===== src/rtl/pipe_ctrl_pkg.sv =====
// Shared constants and types for the pipeline sequencing controller.
// Stall bus bit order: [0]pc [1]if [2]id [3]ex [4]mem [5]wb.
package pipe_ctrl_pkg;

  localparam int StallW = 6;

  typedef logic [StallW-1:0] StallBus;

  localparam StallBus StallNone = 6'b000000;
  localparam StallBus StallId   = 6'b000111;
  localparam StallBus StallEx   = 6'b001111;
  localparam StallBus StallAll  = 6'b111111;

  typedef enum logic [1:0] {
    CtrlIdle   = 2'd0,
    CtrlExWait = 2'd1,
    CtrlFlush  = 2'd2
  } ctrl_state_t;

  // Increment that sticks at all-ones instead of wrapping to zero.
  function automatic logic [31:0] sat_inc(input logic [31:0] value);
    return (value == 32'hFFFF_FFFF) ? value : value + 32'd1;
  endfunction

endpackage


===== src/rtl/pipe_ctrl_perf.sv =====
// Saturating performance counters for stall and flush cycles.
// Only instantiated by pipe_ctrl when PIPE_CTRL_PERF_EN is defined.
module pipe_ctrl_perf
  import pipe_ctrl_pkg::*;
(
  input  logic        clk,
  input  logic        rst,
  input  logic        stall_pc,
  input  logic        flush,
  output logic [31:0] perf_stall_cnt,
  output logic [31:0] perf_flush_cnt
);

  // Count cycles where the pc is held and cycles where a flush is driven.
  always_ff @(posedge clk) begin
    if (rst) begin
      perf_stall_cnt <= 32'h0;
      perf_flush_cnt <= 32'h0;
    end else begin
      if (stall_pc) perf_stall_cnt <= sat_inc(perf_stall_cnt);
      if (flush)    perf_flush_cnt <= sat_inc(perf_flush_cnt);
    end
  end

endmodule


===== src/rtl/pipe_ctrl.sv =====
// Pipeline sequencing controller: merges stall requests, times ex
// multi-cycle ops, and sequences flush/redirect for the 5-stage core.
// Optional perf counters are enabled with the PIPE_CTRL_PERF_EN macro.
module pipe_ctrl
  import pipe_ctrl_pkg::*;
#(
  parameter int CNT_W   = 4,
  parameter int STALL_W = StallW
) (
  input  logic               clk,
  input  logic               rst,
  input  logic               stallreq_id,
  input  logic               stallreq_ex,
  input  logic [CNT_W-1:0]   ex_cycles,
  input  logic               flush_req,
  input  logic [31:0]        flush_pc,
  output logic [STALL_W-1:0] stall,
  output logic               flush,
  output logic [31:0]        new_pc,
  output logic               ex_busy,
  output logic [31:0]        perf_stall_cnt,
  output logic [31:0]        perf_flush_cnt
);

  ctrl_state_t      state, state_nx;
  logic [CNT_W-1:0] cnt, cnt_nx;
  logic [31:0]      new_pc_nx;

  // State, remaining-cycle counter and redirect target registers.
  always_ff @(posedge clk) begin
    if (rst) begin
      state  <= CtrlIdle;
      cnt    <= '0;
      new_pc <= 32'h0;
    end else begin
      state  <= state_nx;
      cnt    <= cnt_nx;
      new_pc <= new_pc_nx;
    end
  end

  // Next-state and stall decode; flush beats ex stalls beats id stalls.
  always_comb begin
    state_nx  = state;
    cnt_nx    = cnt;
    new_pc_nx = new_pc;
    stall     = StallNone;
    unique case (state)
      CtrlIdle: begin
        if (flush_req) begin
          stall     = StallAll;
          new_pc_nx = flush_pc;
          state_nx  = CtrlFlush;
        end else if (stallreq_ex && (ex_cycles != '0)) begin
          stall  = StallEx;
          cnt_nx = ex_cycles - CNT_W'(1);
          if (ex_cycles != CNT_W'(1)) state_nx = CtrlExWait;
        end else if (stallreq_id) begin
          stall = StallId;
        end
      end
      CtrlExWait: begin
        if (flush_req) begin
          stall     = StallAll;
          cnt_nx    = '0;
          new_pc_nx = flush_pc;
          state_nx  = CtrlFlush;
        end else begin
          stall  = StallEx;
          cnt_nx = cnt - CNT_W'(1);
          if (cnt == CNT_W'(1)) state_nx = CtrlIdle;
        end
      end
      CtrlFlush: begin
        if (flush_req) begin
          new_pc_nx = flush_pc;
          state_nx  = CtrlFlush;
        end else begin
          state_nx = CtrlIdle;
        end
      end
      default: state_nx = CtrlIdle;
    endcase
    if (rst) stall = StallNone;
  end

  assign flush   = (state == CtrlFlush);
  assign ex_busy = (state == CtrlExWait);

`ifdef PIPE_CTRL_PERF_EN
  pipe_ctrl_perf u_perf (
    .clk            (clk),
    .rst            (rst),
    .stall_pc       (stall[0]),
    .flush          (flush),
    .perf_stall_cnt (perf_stall_cnt),
    .perf_flush_cnt (perf_flush_cnt)
  );
`else
  assign perf_stall_cnt = 32'h0;
  assign perf_flush_cnt = 32'h0;
`endif

endmodule


===== config.mk =====
export PLATFORM = sky130hd
export DESIGN_NAME = pipe_ctrl
export DESIGN_NICKNAME = d
export VERILOG_FILES = /design/src/rtl/pipe_ctrl_pkg.sv /design/src/rtl/pipe_ctrl_perf.sv /design/src/rtl/pipe_ctrl.sv
export SDC_FILE = /design/constraint.sdc
export NUM_CORES = 1
export LEC_CHECK = 0
export ABC_AREA = 1
export ABC_CLOCK_PERIOD_IN_PS = 1400
export CORE_MARGIN = 5
export CORE_UTILIZATION = 32
export CTS_BUF_LIST = sky130_fd_sc_hd__clkbuf_16
export CTS_CLUSTER_DIAMETER = 40
export DETAILED_ROUTE_END_ITERATION = 16
export GPL_ROUTABILITY_DRIVEN = 0
export GPL_TIMING_DRIVEN = 0
export PLACE_DENSITY = 0.76
export SYNTH_ARGS = -nofsm -noshare
export SYNTH_HDL_FRONTEND = slang
export SYNTH_HIERARCHICAL = 1
export SYNTH_SLANG_ARGS = --single-unit
export TNS_END_PERCENT = 20

===== constraint.sdc =====
create_clock -name clk -period 1.4 [get_ports clk]
set_input_delay 0.28 -clock clk [delete_from_list [all_inputs] [get_ports clk]]
set_output_delay 0.28 -clock clk [all_outputs]
set_load 0.05 [all_outputs]

After elaboration in Yosys (flattened, before gate mapping)
Index checks and enable logic that the tools add are counted.
W data, S select, Z words.
- muxes and demuxes: 17
- add/sub/neg operators: 2
- reductions and logical operators: 8
- $lt $le $gt $ge: 0
- div/mod/pow operators: 0
- multiply operators: 0
- bitwise operators: 0
- shift operators: 0
- equality and inequality tests: 9
- operators with widths (kind ; number):
    $mux W6 ; 3
    $mux W4 ; 4
    $mux W2 ; 6
    $pmux W6 S2 ; 1
    $pmux W4 S2 ; 1
    $sub A4 B1 Y4 const B ; 2
    $ne A3 B3 Y1 const B ; 2
    $pmux W2 S3 ; 1
    $reduce_and A3 Y1 ; 2
    $eq A4 B1 Y1 const B ; 1
    $ne A2 B2 Y1 const B ; 2
    $ne A4 B1 Y1 const B ; 1
    $reduce_bool A4 Y1 ; 1
    $mux W3 ; 1
    $ne A3 B2 Y1 const B ; 1
    $reduce_or A3 Y1 ; 1
    $eq A2 B1 Y1 const B ; 1
    $eq A2 B2 Y1 const B ; 1
    $logic_not A2 Y1 ; 1
    $reduce_and A2 Y1 ; 1
    $reduce_bool A2 Y1 ; 1
    $logic_and A1 B1 Y1 ; 1
- logic and storage cells: 39
- memories kept: 0
- bits in latches: 0
- input bits: 41
- memory bits (writable): 0
- memory bits (read-only): 0
- flip-flop bits (word level): 38

Logic depth before layout (Yosys ltp)
- depth in word-level cells: 6
- gate-level depth with buffers: 9

Worst setup path after synthesis
OpenSTA, ideal clock, no wires.
- path type: register to output
- start point: reg state[1]
- end point: out stall[1]
- data arrival time: 2480 ps
- data required time: 1120 ps
- cell stages (with the launch flop): 6
- setup slack: -1360 ps
- path through: dfxtp_1 inv_1 ha_1 o21ai_0 a41oi_1 buf_4
- word-level cells in the longest chain between the ends: 3
- RTL lines (element ; line ; text):
    start, declared ; pipe_ctrl.sv:25 ; ctrl_state_t state, state_nx;
    start signal, assigned ; pipe_ctrl.sv:32 ; state <= CtrlIdle;
    start signal, assigned ; pipe_ctrl.sv:36 ; state <= state_nx;
    $eq A2 B1 Y1 ; -- ;
    net ex_busy ; pipe_ctrl.sv:20 ; output logic ex_busy,
    $pmux W6 S2 ; pipe_ctrl.sv:48 ; unique case (state)
    $mux W6 ; pipe_ctrl.sv:84 ; if (rst) stall = StallNone;
    end, declared ; pipe_ctrl.sv:17 ; output logic [STALL_W-1:0] stall,
The timed path passes the listed nets, and every way through them passes these cells.

Worst setup path after layout
- start point: reg state[0]
- end point: out stall[2]
- word-level cells in the longest chain between the ends: 3
- RTL lines (element ; line):
    $eq A2 B1 Y1 or $logic_not A2 Y1 (tied branches) ; pipe_ctrl.sv:48
    $pmux W6 S2 * ; pipe_ctrl.sv:48
    $mux W6 * ; pipe_ctrl.sv:84
Every way passes the cells marked *; elsewhere a longest branch is shown, timed or not.

==> impl_metrics.py <==
metrics = {
    "run_status": {
        "outcome": "finished with violations",
        "failed_checks": "negative setup slack",
    },
    "routing": {
        "viasPerCell": 3.93,
        "ant_nets": 0,
        "drt_wl_total_um": 5490,
        "firstDrtPassIters": 4,
        "via_count": 2085,
        "drc": 0,
        "drt_iter0_drc": 35,
        "routedWlPerCell_um": 10.3,
    },
    "global_routing": {
        "grt_pass1_wl_um": 8450,
        "grt_overflow_total": 0,
        "grt_max_degree": 12,
        "antenna_found_initial": 0,
        "grt_pass1_vias": 1926,
        "globalRouteTotalUtil_pct": 12.1,
    },
    "setup_path": {
        "criticalPathCategory": "reg -> out",
        "crit_required_ns": 1.12,
        "start_kind": "flip-flop",
        "r2r_cells": 7,
        "crit_path_start": "state[0]$_SDFFE_PP0P_",
        "regToRegEndpoint": "new_pc[16]$_SDFFE_PP0P_",
        "critPathMaxFanout": 3,
        "timing.rr.start": "state[0]$_SDFFE_PP0P_",
        "regToRegSetupSlack_ns": 0,
        "worstPathArrival_ns": 1.43,
        "cp-end-kind": "output port",
    },
    "power": {
        "intPower_uw": 2490,
        "power_density_nw_per_um2": 1180,
        "p_comb_share_pct": 45.3,
        "peakVddDrop_v": 0.000825,
        "power_frac_clock_pct": 24.6,
        "p_leak_uw": 0.00180,
        "swShare_pct": 41.0,
        "p_seq_share_pct": 30.1,
        "power_switching_uw": 1730,
    },
    "timing": {
        "fmax_mhz": 583,
        "rsz0062_at_grt": "yes",
        "fin_setup_tns_ns": -1.69,
        "setup_slack_ns": -0.315,
        "timing.final.crit_period_ns": 1.71,
        "slew_viol_final": 0,
        "hold_violations": 0,
        "timing.hold.ws_ns": 0.396,
        "finalClockSkew_ns": 0.00195,
        "period_share_pct": 122,
        "setup_violations": 7,
    },
    "synth": {
        "yosysMostFrequentCell": "nor2_1",
        "yosysTopAreaCell": "dfxtp_1",
        "ys_ff_latch": 38,
        "synthesis.area_um2": 2170,
        "ys_warn_count": 6,
        "synth_edf_count": 0,
        "yosysTopAreaCellShare_pct": 35.1,
        "synthTopCellsByCount": "nor2_1 (78), buf_4 (67), dfxtp_1 (38)",
        "seq_area_frac_synth_pct": 35.1,
        "syn_inst": 295,
        "synth_flop_cell": "dfxtp_1",
        "async_reset_ff_share_pct": 0,
        "ys_types": 22,
        "syn_avg_cell_area_um2": 7.35,
        "yosys-top-cells-area": "dfxtp_1 (35%), buf_4 (23%), nor2_1 (14%), o21ai_0 (7.6%), ha_1 (4.6%)",
    },
    "hold_path": {
        "hold_path.class": "in -> reg",
        "worstHoldStart": "ex_cycles[0]",
        "whs_path_depth": 4,
        "hold_end": "cnt[0]$_SDFFE_PP0P_",
    },
    "die": {
        "dieArea_um2": 8520,
        "initial_utilization_pct": 32.4,
        "rows": 30,
        "ios": 145,
        "chipHeight_um": 92.3,
        "dieWidth_um": 92.3,
        "coreArea_um2": 6680,
    },
    "finish": {
        "area_growth_pct": 65.2,
        "nNetsFinal": 499,
        "drive_gt1_share_pct": 35.5,
        "antenna-diode-count": 0,
        "fillers": 649,
        "post-route-util_pct": 53.6,
    },
    "clocking": {
        "cts_hold_buf": 0,
        "clock_sinks": 38,
        "clkSlewWorstSetupHoldPaths_ns": 0.05,
        "h-tree-depth": 2,
        "cts-root-buf": "clkbuf_16",
        "clk_latency_ns": 0.27,
        "cts_buffers": 5,
        "cts_tree": "built",
        "clockBufferDepth": 2,
    },
    "placed_design": {
        "dpl.hpwl_um": 4420,
        "io_buffers": 80,
    },
    "run": {
        "cap_violations": 0,
    },
}
registers in the layout (all words and copies together), names as in the netlist:
register and cells:
new_pc 32, cnt 4, state 2
layout make-up:
class | instances | area (µm²) | area share (%)
multi-input cells | 225 | 1120 | 31.4
repair buffers | 86 | 788 | 22.0
flip-flops and latches | 38 | 766 | 21.4
plain buffers | 76 | 591 | 16.5
clock buffers | 5 | 125 | 3.49
well taps | 80 | 100 | 2.80
inverters | 18 | 75.1 | 2.10
clock inverters | 3 | 11.3 | 0.314
repair_timing:
| action | in CTS | in global routing |
|---|---|---|
| setup buffers | 6 | 0 |
| pin swaps | 5 | 4 |
| gates cloned | 0 | 0 |
| endpoints found under the setup margin | 46 | 58 |
| resized for setup | 146 | 51 |
power by group through the flow:
stage	Sequential (µW)	Combinational, µW	Clock, µW
after CTS	1270	1880	1090
after global placement	1280	1820	0
after global routing	1290	2040	1130
final	1270	1910	1040
after detailed placement	1290	1840	0
after floorplan	1560	1120	0
metrics by stage:
stage	cell area [µm²]	total power, µW	instances	setup slack [ns]
after CTS	3610	4240	532	-0.342
final	3580	4220	531	-0.315
after global placement	3370	3110	518	-1.34
after detailed placement	3370	3130	518	-1.35
after floorplan	2470	2680	358	-0.332
after global routing	3580	4460	531	-0.371
worst max-delay path: stages, from the launching register on:
cell and delay, ns:
dfxtp_4 0.37, inv_4 0.04, ha_4 0.16, o21ai_4 0.23, a41oi_4 0.07, buf_6 0.14
buf_8 0.14
routing by layer:
| layer | wire (µm) | track usage, % |
|---|---|---|
| met1 | 1970 | 11.5 |
| met2 | 2610 | 21.7 |
| met3 | 857 | 6.90 |
| met4 | 51 | 4.08 |
| met5 | 0 | 0 |
how the worst max path moves through the flow:
| stage | endpoint | slack, ns |
|---|---|---|
| after global routing | stall[2] | -0.37 |
| final | stall[2] | -0.31 |
| after detailed placement | stall[2] | -1.35 |
| after floorplan | stall[1] | -0.33 |
| after global placement | stall[2] | -1.34 |
| after CTS | stall[2] | -0.34 |
cell families after synthesis:
group / Yosys count / share of synthesized area (%)
AO/OA/AOI/OAI: 48 / 11.4
adder cells (fa/ha/maj): 8 / 4.62
buffers and inverters: 95 / 29.5
flip-flops: 38 / 35.1
other: 1 / 0.173
AND/OR/NAND/NOR: 105 / 19.2
cells in the final DEF, fill, tap and decap left out, types with 4 or more instances in the layout:
cell	n
ha_1	4
inv_2	5
a21oi_1	4
clkbuf_16	5
clkdlybuf4s15_2	16
buf_4	73
nor2_1	65
clkdlybuf4s50_1	36
inv_1	10
nand2_1	13
conb_1	64
o21ai_0	32
buf_6	10
dfxtp_1	36
clkbuf_2	18
nand3_1	9
nor2_2	12
o21ai_1	7
(Power assumes the default switching activity.)
